===== config.mk =====
export PLATFORM = sky130hd
export DESIGN_NAME = mux2_arbiter_flat
export DESIGN_NICKNAME = d
export VERILOG_FILES = /design/src/rtl/mux2_arb_pkg.sv /design/src/rtl/mux2_arbiter_if.sv /design/src/rtl/mux2.sv /design/src/rtl/mux2_arbiter.sv /design/src/flat_wrapper.sv
export SDC_FILE = /design/constraint.sdc
export NUM_CORES = 1
export LEC_CHECK = 0
export BUFFER_PORTS_ARGS = -buffer_cell sky130_fd_sc_hd__buf_2
export CAP_MARGIN = 20
export CORE_MARGIN = 2
export CORE_UTILIZATION = 40
export DETAILED_ROUTE_END_ITERATION = 6
export HOLD_SLACK_MARGIN = 0.02
export PLACE_DENSITY_LB_ADDON = 0.2
export SLEW_MARGIN = 20
export SYNTH_ARGS = -nofsm -noshare
export SYNTH_HDL_FRONTEND = slang
export SYNTH_HIERARCHICAL = 1
export SYNTH_SLANG_ARGS = --single-unit

===== constraint.sdc =====
create_clock -name clk -period 2.2 [get_ports clk]
set_input_delay 0 -clock clk [delete_from_list [all_inputs] [get_ports clk]]
set_output_delay 0 -clock clk [all_outputs]
set_load 0.01 [all_outputs]

===== src/rtl/mux2_arb_pkg.sv =====
// Shared definitions for the mux2 round-robin arbiter.
package mux2_arb_pkg;

  localparam logic [1:0] S_IDLE  = 2'b00;
  localparam logic [1:0] S_OWN_A = 2'b01;
  localparam logic [1:0] S_OWN_B = 2'b10;

  localparam int unsigned DefaultMaxHold = 4;
  localparam int unsigned HoldWidth      = 4;

  typedef enum logic [1:0] {
    StIdle = S_IDLE,
    StOwnA = S_OWN_A,
    StOwnB = S_OWN_B
  } state_e;

  typedef logic [HoldWidth-1:0] hold_t;

  // Identifies the most recently served requester.
  typedef enum logic {
    SideA = 1'b0,
    SideB = 1'b1
  } side_e;

endpackage


===== src/rtl/mux2_arbiter_if.sv =====
// Requester/consumer bundle around the shared mux2 result path.
interface mux2_arbiter_if;
  logic       ReqA;
  logic [1:0] DataA;
  logic       ReqB;
  logic [1:0] DataB;
  logic       GntA;
  logic       GntB;
  logic       Sel;
  logic [1:0] Result;
  logic       Valid;

  // Requesters and consumer side.
  modport master (
    output ReqA, DataA, ReqB, DataB,
    input  GntA, GntB, Sel, Result, Valid
  );

  // Arbiter side.
  modport slave (
    input  ReqA, DataA, ReqB, DataB,
    output GntA, GntB, Sel, Result, Valid
  );
endinterface


===== src/rtl/mux2.sv =====
// Existing 2:1 multiplexer for the 2-bit datapath; sel_i=0 picks d0_i.
module mux2 #(
  parameter int unsigned Width = 2
) (
  input  logic [Width-1:0] d0_i,
  input  logic [Width-1:0] d1_i,
  input  logic             sel_i,
  output logic [Width-1:0] y_o
);
  assign y_o = sel_i ? d1_i : d0_i;
endmodule


===== src/rtl/mux2_arbiter.sv =====
// Round-robin arbiter for the shared mux2 path with bounded hold time.
// MAX_HOLD must lie in 1..15.
module mux2_arbiter
  import mux2_arb_pkg::*;
#(
  parameter int unsigned MAX_HOLD = DefaultMaxHold
) (
  input logic          clk,
  input logic          rst_n,
  mux2_arbiter_if.slave bus
);

  localparam hold_t HoldLast = HoldWidth'(MAX_HOLD - 1);

  state_e     state_q, state_d;
  hold_t      hold_q, hold_d;
  side_e      last_q, last_d;
  logic       sel_q, sel_d;
  logic [1:0] result_q, result_d;
  logic       valid_q, valid_d;
  logic [1:0] mux_y;

  mux2 #(
    .Width (2)
  ) u_mux2 (
    .d0_i  (bus.DataA),
    .d1_i  (bus.DataB),
    .sel_i (sel_q),
    .y_o   (mux_y)
  );

  // Next-state, hold counter, last-served side and datapath updates.
  always_comb begin
    state_d  = state_q;
    hold_d   = '0;
    last_d   = last_q;
    sel_d    = sel_q;
    result_d = result_q;
    valid_d  = (state_q != StIdle);

    unique case (state_q)
      StIdle: begin
        if (bus.ReqA && bus.ReqB) begin
          state_d = (last_q == SideA) ? StOwnB : StOwnA;
        end else if (bus.ReqA) begin
          state_d = StOwnA;
        end else if (bus.ReqB) begin
          state_d = StOwnB;
        end
      end
      StOwnA: begin
        if (bus.ReqA && !(bus.ReqB && hold_q == HoldLast)) begin
          hold_d = (hold_q == HoldLast) ? hold_q : hold_q + 1'b1;
        end else if (bus.ReqB) begin
          state_d = StOwnB;
        end else begin
          state_d = StIdle;
        end
      end
      StOwnB: begin
        if (bus.ReqB && !(bus.ReqA && hold_q == HoldLast)) begin
          hold_d = (hold_q == HoldLast) ? hold_q : hold_q + 1'b1;
        end else if (bus.ReqA) begin
          state_d = StOwnA;
        end else begin
          state_d = StIdle;
        end
      end
      default: state_d = StIdle;
    endcase

    // Sel follows the owner and is held through IDLE.
    if (state_d == StOwnA) begin
      sel_d  = 1'b0;
      last_d = SideA;
    end else if (state_d == StOwnB) begin
      sel_d  = 1'b1;
      last_d = SideB;
    end

    if (state_q != StIdle) begin
      result_d = mux_y;
    end
  end

  // State and output registers with synchronous active-low reset.
  always_ff @(posedge clk) begin
    if (!rst_n) begin
      state_q  <= StIdle;
      hold_q   <= '0;
      last_q   <= SideB;
      sel_q    <= 1'b0;
      result_q <= 2'b00;
      valid_q  <= 1'b0;
    end else begin
      state_q  <= state_d;
      hold_q   <= hold_d;
      last_q   <= last_d;
      sel_q    <= sel_d;
      result_q <= result_d;
      valid_q  <= valid_d;
    end
  end

  assign bus.GntA   = (state_q == StOwnA);
  assign bus.GntB   = (state_q == StOwnB);
  assign bus.Sel    = sel_q;
  assign bus.Result = result_q;
  assign bus.Valid  = valid_q;

endmodule


===== src/flat_wrapper.sv =====
// flat-port wrapper written by rule: the top's interface ports become plain ports
module mux2_arbiter_flat import mux2_arb_pkg::*;
#(
  parameter int unsigned MAX_HOLD = DefaultMaxHold
)
  (clk, rst_n, bus_ReqA, bus_DataA, bus_ReqB, bus_DataB, bus_GntA, bus_GntB, bus_Sel, bus_Result, bus_Valid);
  mux2_arbiter_if bus_i ();
  input logic clk;
  input logic rst_n;
  input wire logic [$bits(bus_i.ReqA)-1:0] bus_ReqA;
  input wire logic [$bits(bus_i.DataA)-1:0] bus_DataA;
  input wire logic [$bits(bus_i.ReqB)-1:0] bus_ReqB;
  input wire logic [$bits(bus_i.DataB)-1:0] bus_DataB;
  output wire logic [$bits(bus_i.GntA)-1:0] bus_GntA;
  output wire logic [$bits(bus_i.GntB)-1:0] bus_GntB;
  output wire logic [$bits(bus_i.Sel)-1:0] bus_Sel;
  output wire logic [$bits(bus_i.Result)-1:0] bus_Result;
  output wire logic [$bits(bus_i.Valid)-1:0] bus_Valid;
  assign bus_i.ReqA = bus_ReqA;
  assign bus_i.DataA = bus_DataA;
  assign bus_i.ReqB = bus_ReqB;
  assign bus_i.DataB = bus_DataB;
  assign bus_GntA = bus_i.GntA;
  assign bus_GntB = bus_i.GntB;
  assign bus_Sel = bus_i.Sel;
  assign bus_Result = bus_i.Result;
  assign bus_Valid = bus_i.Valid;
  mux2_arbiter #(.MAX_HOLD(MAX_HOLD)) u_core (.clk(clk), .rst_n(rst_n), .bus(bus_i));
endmodule

[Word-level counts from Yosys, hierarchy flattened]
Cells that the tools add are included.
Cells by class
  $add $sub $neg: 1
  multiply operators: 0
  div/mod/pow operators: 0
  $lt $le $gt $ge: 0
  equal/unequal tests: 5
  shifts and indexed selects: 0
  mux-type cells: 16
  bitwise logic cells: 1
  reductions and logical operators: 11
Operator list (number)
  2-bit 2-to-1 mux: 8
  4-bit 2-to-1 mux: 3
  4-bit one-hot mux with 2 select lines: 1
  2-bit one-hot mux with 3 select lines: 1
  1-bit logical AND: 5
  4-bit by 1-bit adder with 4-bit output (second input constant): 1
  2-bit by 1-bit == test with 1-bit output (second input constant): 2
  2-bit == test (second input constant): 2
  4-bit by 2-bit == test with 1-bit output (second input constant): 1
  2-bit nonzero test: 2
  1-bit 2-to-1 mux: 3
  1-bit zero test: 2
  2-bit zero test: 1
  2-bit OR reduction: 1
  1-bit inverter: 1
Storage, ports and cells
  bits in registers: 11
  bits in latches: 0
  bits in writable memories: 0
  bits in read-only memories: 0
  bits of input ports: 8
  output and inout bits: 6
  word-level logic and storage cells: 40
  memories kept: 0

[Logic depth before layout (Yosys ltp)]
  depth in word-level cells: 9
  depth in mapped cells: 9
  depth with buffers taken out: 9

[By module]
The synthesis kept the hierarchy.
By module, submodules not included
  mux2_arbiter: times used 1, cells an instance 65, area each 636.9 µm², sequential area each 220.2 µm²
  mux2: times used 1, cells an instance 2, area each 22.5 µm², sequential area each 0.0 µm²

[Least setup slack after synthesis]
OpenSTA, ideal clock, no wires.
  path type: reg-to-reg
  from: reg u_core.state_q[0]
  to: reg u_core.last_q
  library setup time: 115 ps
  data arrival time: 1766 ps
  required time: 2085 ps
  setup slack: 319 ps
  cell stages (with the launch flop): 9
  buffers on the path: 0
  clock period less this slack: 1881 ps
  path through: dfxtp_1 -> inv_1 -> ha_1 -> inv_2 -> o32a_1 -> a31o_1 -> ha_1 -> mux2i_1 -> nand2_1
On the way
  word-level cells in the longest chain between the ends: 6
  elaborated cells on any way between the ends: 13
  those cells by class: eq/ne (4); mux (7); reduce/logical (2)
Ends and longest elaborated chain
  start, declared: RTL line mux2_arbiter.sv:15  | state_e state_q, state_d;
  start signal, assigned: RTL line mux2_arbiter.sv:89  | state_q <= StIdle;
  start signal, assigned: RTL line mux2_arbiter.sv:96  | state_q <= state_d;
  2-bit 2-to-1 mux: RTL line mux2_arbiter.sv:47  | end else if (bus.ReqB) begin
  2-bit 2-to-1 mux: RTL line mux2_arbiter.sv:45  | end else if (bus.ReqA) begin
  2-bit 2-to-1 mux: RTL line mux2_arbiter.sv:43  | if (bus.ReqA && bus.ReqB) begin
  2-bit one-hot mux with 3 select lines (*): RTL line mux2_arbiter.sv:41  | unique case (state_q)
  2-bit by 1-bit == test with 1-bit output or 2-bit == test (tied branches): RTL line mux2_arbiter.sv:73, mux2_arbiter.sv:76
  1-bit 2-to-1 mux or 2-bit nonzero test (tied branches)
  end signal, assigned: RTL line mux2_arbiter.sv:91  | last_q <= SideB;
  end signal, assigned: RTL line mux2_arbiter.sv:98  | last_q <= last_d;
  end, declared: RTL line mux2_arbiter.sv:17  | side_e last_q, last_d;
Every way passes the cells marked *; elsewhere a longest branch is shown, timed or not.
A chain may end at the register's enable or synchronous reset.

[Worst setup path after layout]
Ends and elaborated chain as after synthesis.

==> flow_metrics.env <==
export IMPL_outcome="finished clean"
export IMPL_final_max_slew_viol_count=0
export IMPL_htreeDepth=1
export IMPL_cts_root_buf="clkbuf_4"
export IMPL_pwr_share_comb_pct=36.5
export IMPL_post_cts_setup_buffers=0
export IMPL_synth_seq_cells=11
export IMPL_slew_headroom_pct=73.2
export IMPL_die_w_um=44.6
export IMPL_drc_errors=0
export IMPL_finalCritPeriodShare_pct=92.5
export IMPL_nets=100
export IMPL_hold_viol=0
export IMPL_finalSetupViolations=0
export IMPL_clkLatencyLatePin_ns=0.26
export IMPL_path_clk_slew_ns=0.07
export IMPL_reg2reg_slack_ns=0.17
export IMPL_worstRegToRegCells=8
export IMPL_place_ws_ns=0.163
export IMPL_fillers=153
export IMPL_grt_max_degree=10
export IMPL_avgSynthCellArea_sq_um=9.84
export IMPL_whs_path_depth=4
export IMPL_cts_made_buffers=3
export IMPL_dieArea_sq_um=1990
export IMPL_p_per_area_nw_per_um2=790
export IMPL_worst_slack_ns=0.166
export IMPL_worst_pin_slew_ns=0.401
export IMPL_synth_fp_nets=82
export IMPL_ys_types=25
export IMPL_final_setup_tns_ns=0
export IMPL_cts_tree="done"
export IMPL_num_antenna_cells=0
export IMPL_final_common_cell="buf_2"
export IMPL_start_kind="register"
export IMPL_hold_end="u_core/bus.Result[0]"
export IMPL_row_count=14
export IMPL_power_switching_uw=207
export IMPL_portBuffers=13
export IMPL_arrival_ns=2.19
export IMPL_fmax_mhz=492
export IMPL_num_vias=560
export IMPL_grt_pass1_wl_um=2210
export IMPL_synth_area_sq_um=659
export IMPL_synthCells=67
export IMPL_synth_mux_area_share_pct=11.2
export IMPL_synthAdderAreaFrac_pct=13.3
export IMPL_area_delta_synth_final_pct=17.3
export IMPL_core_sq_um=1520
export IMPL_rsz0062_at_grt="no"
export IMPL_routed_wl_um=1370
export IMPL_overflow=0
export IMPL_ys_seq_area_share_pct=33.4
export IMPL_ios=14
export IMPL_power_internal_uw=403
export IMPL_gp_congestion=0.718
export IMPL_synth_xor_area_share_pct=2.66
export IMPL_ant_nets=0
export IMPL_dpl_instance_area_sq_um=737
export IMPL_start_util_pct=43.3
export IMPL_final_layout_size_suffix_gt1_share_pct=26.2
export IMPL_synth_compound_area_share_pct=17.3
export IMPL_vdd_drop_max_uv=381
export IMPL_path_class="reg2reg"
export IMPL_drtIter0Drc=6
export IMPL_drt_pass1_iter_count=4
export IMPL_crit_path_start="u_core/state_q[0]"
export IMPL_crit_path_max_fanout=6
export IMPL_cts_sinks=11
export IMPL_endpoint_kind="register"
export IMPL_fin_crit_ns=2.03
export IMPL_synth_main_ff_cell="dfxtp_1"
export IMPL_clk_path_buf_depth=2
export IMPL_reg2reg_to="u_core/last_q"
export IMPL_async_reset_ff_share_pct=0
export IMPL_power_switching_share_pct=33.9
export IMPL_grt_antenna_before_repair=0
export IMPL_dpl_hpwl_um=1010
export IMPL_maxCapViolCount=0
export IMPL_most_common_layout_cells="13 x buf_2, 11 x dfxtp_1, 7 x ha_1"
export IMPL_avgViaCountPerCell=5.60
export IMPL_hold_start="bus_DataA[0]"
export IMPL_grt_pass1_vias=512
export IMPL_pwr_share_seq_pct=40.9
export IMPL_cp_required_ns=2.36
export IMPL_synth_top_family_by_area="simple AND/OR/NAND/NOR gates"
export IMPL_post_drt_wl_per_cell_um=13.7
export IMPL_yosys_area_share_simple_pct=18.8
export IMPL_finClkSkew_ns=0.000326
export IMPL_p_leak_nw=0.348
export IMPL_hold_slack_ns=0.146
export IMPL_clock_power_share_pct=22.6
export IMPL_die_y_um=44.6
export IMPL_hp_class="in2reg"
export IMPL_fin_area_sq_um=773
export IMPL_synth_edf_count=0
export IMPL_worstReg2RegStart="u_core/state_q[0]"
export IMPL_globalRouteTotalUtil_pct=15.5
export IMPL_ys_warn_count=6
==> registers in the layout, summed over array words and instances, names as in the netlist <==
register / cells
u_core/bus.Sel: 1
u_core/hold_q: 4
u_core/bus.Valid: 1
u_core/last_q: 1
u_core/state_q: 2
u_core/bus.Result: 2
==> per-layer routing <==
metal	global-route usage [%]	part of all wire [%]	vias to the layer above
met3	4.08	5.5	0
met1	20.9	50	263
met2	23.8	45	16
met4	5.45	0	0
met5	0	0	-
li1	-	-	281
==> stage by stage <==
step                      instances  util, %  total power [mW]
final                           100     50.7             0.611
after global routing            100     50.7             0.655
after CTS                       100     50.7             0.614
after detailed placement         95     48.4             0.475
after global placement           95     48.4             0.471
after floorplan                  67        -             0.415
==> repair_timing <==
| item | in CTS | in global routing |
|---|---|---|
| hold buffers | 1 | 0 |
| endpoints found under the hold margin | 1 | 0 |
| gates resized for setup | 0 | 0 |
==> cells by family after synthesis <==
group           count (synthesis)
compound gates                 15
simple gates                   20
fa+ha+maj                       7
mux                             7
xor+xnor                        2
flops                          11
buf+inv                         5
==> final cells by class <==
class / count / area [sq um] / share of cell area, %
clock buffer: 4 / 26.3 / 3.40
inverter: 4 / 15.0 / 1.94
multi-input combinational: 51 / 417 / 53.9
sequential: 11 / 220 / 28.5
tap: 16 / 20.0 / 2.59
timing repair buffer: 14 / 75.1 / 9.71
==> critical path, cell delays in order, from the launching register on <==
cell and delay [ns]:
dfxtp_1 0.34, inv_1 0.14, ha_1 0.33, inv_2 0.04, o32a_1 0.37, a31o_1 0.19, ha_1 0.28, mux2i_1 0.18
nand2_1 0.06
==> worst max-delay path by stage <==
stage	end	slack [ns]	depth (start not counted)
final	u_core/last_q	0.17	8
after global routing	u_core/last_q	0.008	8
after CTS	u_core/last_q	0.16	8
after detailed placement	u_core/last_q	0.16	8
after global placement	u_core/last_q	0.19	8
after floorplan	u_core/last_q	0.32	8
==> cell usage after synthesis (2+ instances only) <==
cell / number / area [sq um]
mux2_2: 3 / 33.8
nor2b_1: 4 / 25.0
nand2_1: 4 / 15.0
xor2_1: 2 / 17.5
nor3_1: 4 / 20.0
nand4bb_1: 2 / 22.5
a31oi_1: 4 / 25.0
nand3_1: 2 / 10.0
a31o_1: 4 / 35.0
mux2i_1: 4 / 40.0
inv_1: 3 / 11.3
ha_1: 7 / 87.6
dfxtp_1: 11 / 220
o21ai_0: 2 / 10.0
==> power by group through the flow <==
stage | sequential [mW] | combinational, mW | clock [mW]
final | 0.250 | 0.223 | 0.138
after global routing | 0.255 | 0.248 | 0.152
after CTS | 0.250 | 0.223 | 0.142
after detailed placement | 0.255 | 0.220 | 0
after global placement | 0.254 | 0.217 | 0
after floorplan | 0.257 | 0.159 | 0
No activity file was read; power rests on OpenSTA's default activity.
